[src/rtl/countdown_timer.sv]
// MM:SS BCD countdown timer with load/start/pause control and a timed DONE hold.
// All outputs come straight from registers; tick_1hz paces both counting and the DONE hold.
module countdown_timer #(
    parameter int DONE_TICKS = 5
) (
    input  logic       clk,
    input  logic       reset,
    input  logic       tick_1hz,
    input  logic       load,
    input  logic       start,
    input  logic       pause,
    input  logic [3:0] set_mDecimal,
    input  logic [3:0] set_mUnit,
    input  logic [3:0] set_sDecimal,
    input  logic [3:0] set_sUnit,
    output logic [3:0] mDecimal,
    output logic [3:0] mUnit,
    output logic [3:0] sDecimal,
    output logic [3:0] sUnit,
    output logic [2:0] actualState,
    output logic       finish
);

    localparam int CW = $clog2(DONE_TICKS + 1);
    localparam logic [CW-1:0] LAST = CW'(DONE_TICKS - 1);

    typedef enum logic [2:0] {
        IDLE    = 3'd0,
        LOADED  = 3'd1,
        RUNNING = 3'd2,
        PAUSED  = 3'd3,
        DONE    = 3'd4
    } state_t;

    state_t state, state_n;
    logic [3:0] md_n, mu_n, sd_n, su_n;
    logic [3:0] md_d, mu_d, sd_d, su_d;
    logic [CW-1:0] cnt, cnt_n;
    logic is_zero, last_sec, do_load;

    function automatic logic [3:0] clamp(input logic [3:0] d, input logic [3:0] mx);
        return (d > mx) ? mx : d;
    endfunction

    assign is_zero  = (mDecimal == 4'd0) && (mUnit == 4'd0)
                   && (sDecimal == 4'd0) && (sUnit == 4'd0);
    assign last_sec = (mDecimal == 4'd0) && (mUnit == 4'd0)
                   && (sDecimal == 4'd0) && (sUnit == 4'd1);
    assign do_load  = load && (state != RUNNING);

    // One-second BCD decrement with the borrow rippling up through the digits
    always_comb begin
        md_d = mDecimal;
        mu_d = mUnit;
        sd_d = sDecimal;
        su_d = sUnit;
        if (sUnit != 4'd0) begin
            su_d = sUnit - 4'd1;
        end else begin
            su_d = 4'd9;
            if (sDecimal != 4'd0) begin
                sd_d = sDecimal - 4'd1;
            end else begin
                sd_d = 4'd5;
                if (mUnit != 4'd0) begin
                    mu_d = mUnit - 4'd1;
                end else begin
                    mu_d = 4'd9;
                    md_d = mDecimal - 4'd1;
                end
            end
        end
    end

    always_comb begin
        state_n = state;
        md_n    = mDecimal;
        mu_n    = mUnit;
        sd_n    = sDecimal;
        su_n    = sUnit;
        cnt_n   = cnt;
        if (do_load) begin
            state_n = LOADED;
            md_n    = clamp(set_mDecimal, 4'd9);
            mu_n    = clamp(set_mUnit, 4'd9);
            sd_n    = clamp(set_sDecimal, 4'd5);
            su_n    = clamp(set_sUnit, 4'd9);
            cnt_n   = '0;
        end else begin
            unique case (state)
                IDLE: begin
                    md_n = 4'd0;
                    mu_n = 4'd0;
                    sd_n = 4'd0;
                    su_n = 4'd0;
                end
                LOADED, PAUSED: begin
                    if (!pause && start && !is_zero)
                        state_n = RUNNING;
                end
                RUNNING: begin
                    if (pause) begin
                        state_n = PAUSED;
                    end else if (tick_1hz) begin
                        md_n = md_d;
                        mu_n = mu_d;
                        sd_n = sd_d;
                        su_n = su_d;
                        if (last_sec)
                            state_n = DONE;
                    end
                end
                DONE: begin
                    if (tick_1hz) begin
                        if (cnt == LAST) begin
                            state_n = IDLE;
                            cnt_n   = '0;
                        end else begin
                            cnt_n = cnt + 1'b1;
                        end
                    end
                end
                default: begin
                    state_n = IDLE;
                    md_n    = 4'd0;
                    mu_n    = 4'd0;
                    sd_n    = 4'd0;
                    su_n    = 4'd0;
                    cnt_n   = '0;
                end
            endcase
        end
    end

    always_ff @(posedge clk) begin
        if (reset) begin
            state    <= IDLE;
            mDecimal <= 4'd0;
            mUnit    <= 4'd0;
            sDecimal <= 4'd0;
            sUnit    <= 4'd0;
            cnt      <= '0;
            finish   <= 1'b0;
        end else begin
            state    <= state_n;
            mDecimal <= md_n;
            mUnit    <= mu_n;
            sDecimal <= sd_n;
            sUnit    <= su_n;
            cnt      <= cnt_n;
            finish   <= (state_n == DONE);
        end
    end

    assign actualState = state;

endmodule

[config.mk]
export PLATFORM = sky130hd
export DESIGN_NAME = countdown_timer
export DESIGN_NICKNAME = d
export VERILOG_FILES = /design/src/rtl/countdown_timer.sv
export SDC_FILE = /design/constraint.sdc
export NUM_CORES = 1
export LEC_CHECK = 0
export BUFFER_PORTS_ARGS = -buffer_cell sky130_fd_sc_hd__buf_2
export CORE_UTILIZATION = 25
export DETAILED_ROUTE_END_ITERATION = 16
export GPL_TIMING_DRIVEN = 0
export PLACE_DENSITY = 0.45
export REMOVE_ABC_BUFFERS = 1
export SYNTH_ARGS = -nofsm -noshare
export SYNTH_HDL_FRONTEND = slang
export SYNTH_SLANG_ARGS = --single-unit
[constraint.sdc]
create_clock -name clk -period 1.7 [get_ports clk]
set_input_delay 0.34 -clock clk [delete_from_list [all_inputs] [get_ports clk]]
set_output_delay 0.34 -clock clk [all_outputs]
set_load 0.03 [all_outputs]
==> metrics, run 1 <==
GP Congestion 0.7542; Layout Utilization 35.48%; top achievable clock speed 580.7 MHz; Final Cycle Share 101.3%; cell row count 29; GR peak layer met2; largest net degree at the start of global routing 22; final setup margin -22.04 ps; Vias 1840; ys flop type dfxtp_1; EDFF count, synth 0; pre-CTS WS -606.6 ps; Synth Warn # 0; Clk pin slew, worst setup/hold paths 100 ps; final WL 5641 µm; final instance area 2266 µm²; Worst VDD drop 275.9 µV; Max Slew Vio Count 0; Final Skew 8.113 ps; Static Leak 0.9335 nW; clk_lat worst skew 280 ps; PortBufs 41; nets 299; total placed instance area 1894 µm²; root buf cell clkbuf_8; MaxCap Viol Count 0; area grow syn2layout 36.37%; placed cells 315; initial antenna violation count 0; Synth Cell Area 1662 µm²; met1 Track Usage GR 19.02%; adder-cell share of the synthesized area 5.271%; post-DR wirelength/cell 16.30 µm; xor-xnor portion of the synthesized cell area 0.5271%; io pins 42; met3 usage 2.275%; r2r worst-path depth 7; starting density of the core 26.02%; full die area 6976 µm²; initial drt markers 46; vias in the first global route 1849; most common cell after layout, fill and taps aside buf_2; Synth Area in Compound Gates 31.70%; layout cells sized above 1 37.55%; Syn Area/Cell 7.801 µm²; CTS tree yes; crit path launch type flop; Die Width 83.53 µm; combinational family with the most area after synthesis compound AO/OA/AOI/OAI gates; DRC Markers 0; hold crit path type in2reg; CP Capture Type flop; failing checks setup timing; core area 6386 µm²; Crit Path Category reg2reg; Final Hold Vio Count 0; synthesis-stage register bit count 23; sequential cell area fraction in the yosys report 27.71%; most frequent cells in the layout 41 x buf_2, 23 x buf_4, 19 x nand2_1; Slew @ Worst Pin 565.3 ps; Max Root-Sink Buffers 2; ANT cells 0; Post-synth ARST share 0%; Final min period 1722 ps; RSZ-0062 raised after global routing true; worst endpoint required time 1910 ps; CTS sink cnt 23; detailed placement HPWL 3290 µm; Slew HR 62.31%; worst hold path depth 3; Die Height 83.53 µm; Simple-Gate Fraction of Synth Area 25.53%; Via density 5.318; CTS buffer count 3; M2 GR Usage 29.43%; final setup vio count 4; CP max FO 5; ANT nets after route 0; first-pass GRT wire length 8997 µm; non-filler instance count after layout 346; Overall Power 1.563 mW; outcome finished with violations; H-Tree Depth 1; GRT overflow 0; CP Data Arrival Time 1930 ps; post-synth cell types 51; Post-Synthesis Cells 213; Power Density 689.9 nW/µm²; worst hold margin 346.6 ps; post-synthesis mux area share 1.205%; Fillers 696; GRT Overall Usage 15.96%; post-route setup TNS -62.69 ps; DR pass1 iterations 4
## registers in the layout, summed over array words and instances (netlist names)
name,cells
mUnit,4
cnt,3
mDecimal,4
sDecimal,4
sUnit,4
finish,1
actualState,3
## worst max-delay path, cell delays in order (launching register included)
cell	delay, ps
dfxtp_2	340
inv_2	60
ha_4	130
or4b_4	540
nor4_4	220
buf_4	170
a21oi_2	40
o22ai_1	140
## where the power goes
part	total, mW	switching, mW	internal, mW
sequential	0.621	0.0497	0.571
clock	0.381	0.214	0.167
combinational	0.561	0.326	0.235
total	1.56	0.590	0.974
## Yosys cell counts, drive strengths merged, types with 2 or more instances
| cell type | count | area (µm²) |
|---|---|---|
| nand3b | 2 | 15.01 |
| mux2i | 2 | 20.02 |
| a22oi | 3 | 22.52 |
| inv | 15 | 56.30 |
| a311oi | 4 | 35.03 |
| nor4 | 2 | 27.53 |
| o31ai | 6 | 45.04 |
| clkbuf | 7 | 26.28 |
| a21oi | 13 | 65.06 |
| a211oi | 3 | 22.52 |
| nor2b | 6 | 37.54 |
| nor2 | 13 | 48.80 |
| nand3 | 5 | 25.02 |
| a31oi | 6 | 37.54 |
| o2111ai | 2 | 17.52 |
| a32o | 3 | 30.03 |
| nand2 | 19 | 71.32 |
| o21ai | 11 | 66.32 |
| a41o | 5 | 50.05 |
| ha | 7 | 87.58 |
| buf | 9 | 51.30 |
| nand4 | 3 | 25.02 |
| dfxtp | 23 | 460.4 |
| and2 | 2 | 12.51 |
| or3 | 4 | 25.02 |
| nor3 | 5 | 25.02 |
| nand2b | 6 | 37.54 |
| nor3b | 3 | 22.52 |
| and3 | 4 | 25.02 |
| a32oi | 2 | 17.52 |
| o211ai | 2 | 15.01 |
## metal layers
layer / vias to the layer above / share of wire [%]
met1: 864 / 45
met4: 0 / 1.2
met3: 6 / 4.4
li1: 920 / -
met5: - / 0
met2: 50 / 50
## cell families after synthesis
family,Yosys count
flip-flops,23
AO/OA/AOI/OAI,72
adder cells (fa/ha/maj),7
multiplexers,2
XOR/XNOR,1
buffers and inverters,31
AND/OR/NAND/NOR,77
## cell type report
| cell class | instances | area, µm² | area share, % |
|---|---|---|---|
| Timing Repair Buffer | 64 | 377.9 | 16.68 |
| Sequential cell | 23 | 476.7 | 21.04 |
| Tap cell | 77 | 96.34 | 4.252 |
| Inverter | 15 | 56.30 | 2.485 |
| Multi-Input combinational cell | 163 | 1210 | 53.40 |
| Clock inverter | 1 | 7.507 | 0.3313 |
| Clock buffer | 3 | 41.29 | 1.822 |
## repair_timing
item                       CTS  global route
resized for setup           30             5
gates cloned                 4             0
setup endpoints to repair   23            17
hold buffers                 0             0
pin swaps                   15             3
setup buffers               14             9
## path summary, 6_finish.rpt
path | startpoint | end | slack, ps
worst max-delay path | sDecimal[1] | actualState[0] | -20
worst min-delay path | set_mUnit[0] | mUnit[0] | 350
worst max register to register | sDecimal[1] | actualState[0] | -20
worst min register to register | mDecimal[1] | mDecimal[1] | 510
(Power assumes the default switching activity.)
==> inputs of run 2 (changes only) <==
--- a/config.mk
+++ b/config.mk
@@ -11,6 +11,7 @@
 export GPL_TIMING_DRIVEN = 0
 export PLACE_DENSITY = 0.45
 export REMOVE_ABC_BUFFERS = 1
+export SETUP_SLACK_MARGIN = 0.3
 export SYNTH_ARGS = -nofsm -noshare
 export SYNTH_HDL_FRONTEND = slang
 export SYNTH_SLANG_ARGS = --single-unit
==> run 2 against run 1 <==
  * The run still ends with setup timing left
  * Design area rose by 19%
  * Die area is the same
  * Clock skew up 2.8 ps
  * Combinational power is 31% higher
  * Wire length rose by 11%
  * Fmax down 2.4%
  * Global-route usage grew 1.3 points
  * Largest cell class unchanged
==> metrics, run 2 (synthesis results as in run 1) <==
Die Height 83.53 µm; Static Leak 1.105 nW; ANT nets after route 0; PortBufs 41; nets 322; failing checks setup timing; Worst Setup SP sDecimal[1]; full die area 6976 µm²; Worst VDD drop 299.0 µV; Max Slew Vio Count 0; Via density 5.382; initial drt markers 65; CTS tree yes; CP Data Arrival Time 1980 ps; CTS Hold Bufs 0; DR pass1 iterations 4; GRT overflow 0; Final Cycle Share 103.8%; H-Tree Depth 1; final instance area 2689 µm²; outcome finished with violations; Clk pin slew, worst setup/hold paths 110 ps; CTS buffer count 3; final setup margin -65.08 ps; starting density of the core 26.02%; GR peak layer met2; most frequent cells in the layout 38 x buf_2, 27 x buf_4, 20 x buf_6; largest net degree at the start of global routing 22; final setup vio count 5; met1 Track Usage GR 20.18%; GP Congestion 0.7542; met3 usage 2.176%; Final Hold Vio Count 0; crit path launch type flop; Max Root-Sink Buffers 2; root buf cell clkbuf_8; Fillers 646; Overall Power 1.738 mW; first-pass GRT wire length 9770 µm; RSZ-0062 raised after global routing true; area occupied by registers 478.0 µm²; MaxCap Viol Count 0; total placed instance area 1894 µm²; Crit Path Category reg2reg; Slew HR 69.53%; CP Capture Type flop; layout cells sized above 1 48.63%; cell row count 29; clk_lat worst skew 280 ps; top achievable clock speed 566.5 MHz; origin of the critical flop-to-flop path sDecimal[1]; core area 6386 µm²; most common cell after layout, fill and taps aside buf_2; M2 GR Usage 31.82%; DRC Markers 0; multi-input logic area 1371 µm²; post-DR wirelength/cell 16.99 µm; Layout Utilization 42.10%; GRT Overall Usage 17.30%; detailed placement HPWL 3290 µm; HP Start set_mUnit[0]; Slew @ Worst Pin 457.0 ps; io pins 42; area grow syn2layout 61.82%; Final min period 1765 ps; Vias 1986; hold crit path type in2reg; ANT cells 0; worst endpoint required time 1920 ps; final WL 6269 µm; Final Skew 10.90 ps; CTS sink cnt 23; Die Width 83.53 µm; CP max FO 5; vias in the first global route 2043; initial antenna violation count 0; Power Density 646.2 nW/µm²
[run 2: stage by stage]
step / TNS (ps) / setup slack, ps / hold WS [ps] / instances
2_1_floorplan: -8053 / -490.1 / 409.4 / 197
3_3_place_gp: -17370 / -995.6 / 485.8 / 315
3_5_place_dp: -11110 / -606.6 / 495.8 / 315
4_1_cts: -59.54 / -34.53 / 340.8 / 361
5_1_grt: -740.6 / -106.3 / 353.9 / 369
6_report: -161.9 / -65.08 / 341.5 / 369
[run 2: final timing paths]
kind	slack [ps]	to	cells after the start
max	-70	finish	6
min	340	mUnit[0]	3
max reg2reg	-70	finish	6
min reg2reg	500	mDecimal[1]	2
[run 2: power breakdown]
group | internal [mW] | switching, mW | total (mW)
registers | 0.571 | 0.0470 | 0.618
clock network | 0.167 | 0.220 | 0.387
logic | 0.343 | 0.390 | 0.733
total | 1.08 | 0.657 | 1.74
[run 2: cell type report]
| type | instances | area share [%] |
|---|---|---|
| multi-input cells | 164 | 51.00 |
| inverters | 15 | 2.094 |
| repair buffers | 86 | 23.73 |
| clock inverters | 1 | 0.2792 |
| well taps | 77 | 3.583 |
| flip-flops and latches | 23 | 17.78 |
| clock buffers | 3 | 1.536 |
[run 2: repair_timing]
| item | in CTS | in global routing |
|---|---|---|
| gates resized for setup | 78 | 13 |
| cloned | 5 | 0 |
| pin swaps | 27 | 13 |
| setup buffers | 37 | 8 |
| endpoints found under the setup margin | 25 | 27 |
| hold endpoints to repair | 0 | 0 |
[run 2: worst max-delay path: stages (launching register included)]
cell,delay (ps)
dfxtp_2,340
inv_2,60
ha_4,130
or4b_4,540
nor4_4,250
nand4_1,190
a21oi_1,180
[run 2: per-layer routing]
layer | share of wire, % | wire (µm)
met1 | 43 | 2691
met4 | 1.6 | 99
met2 | 52 | 3258
met3 | 3.5 | 218
met5 | 0 | 0
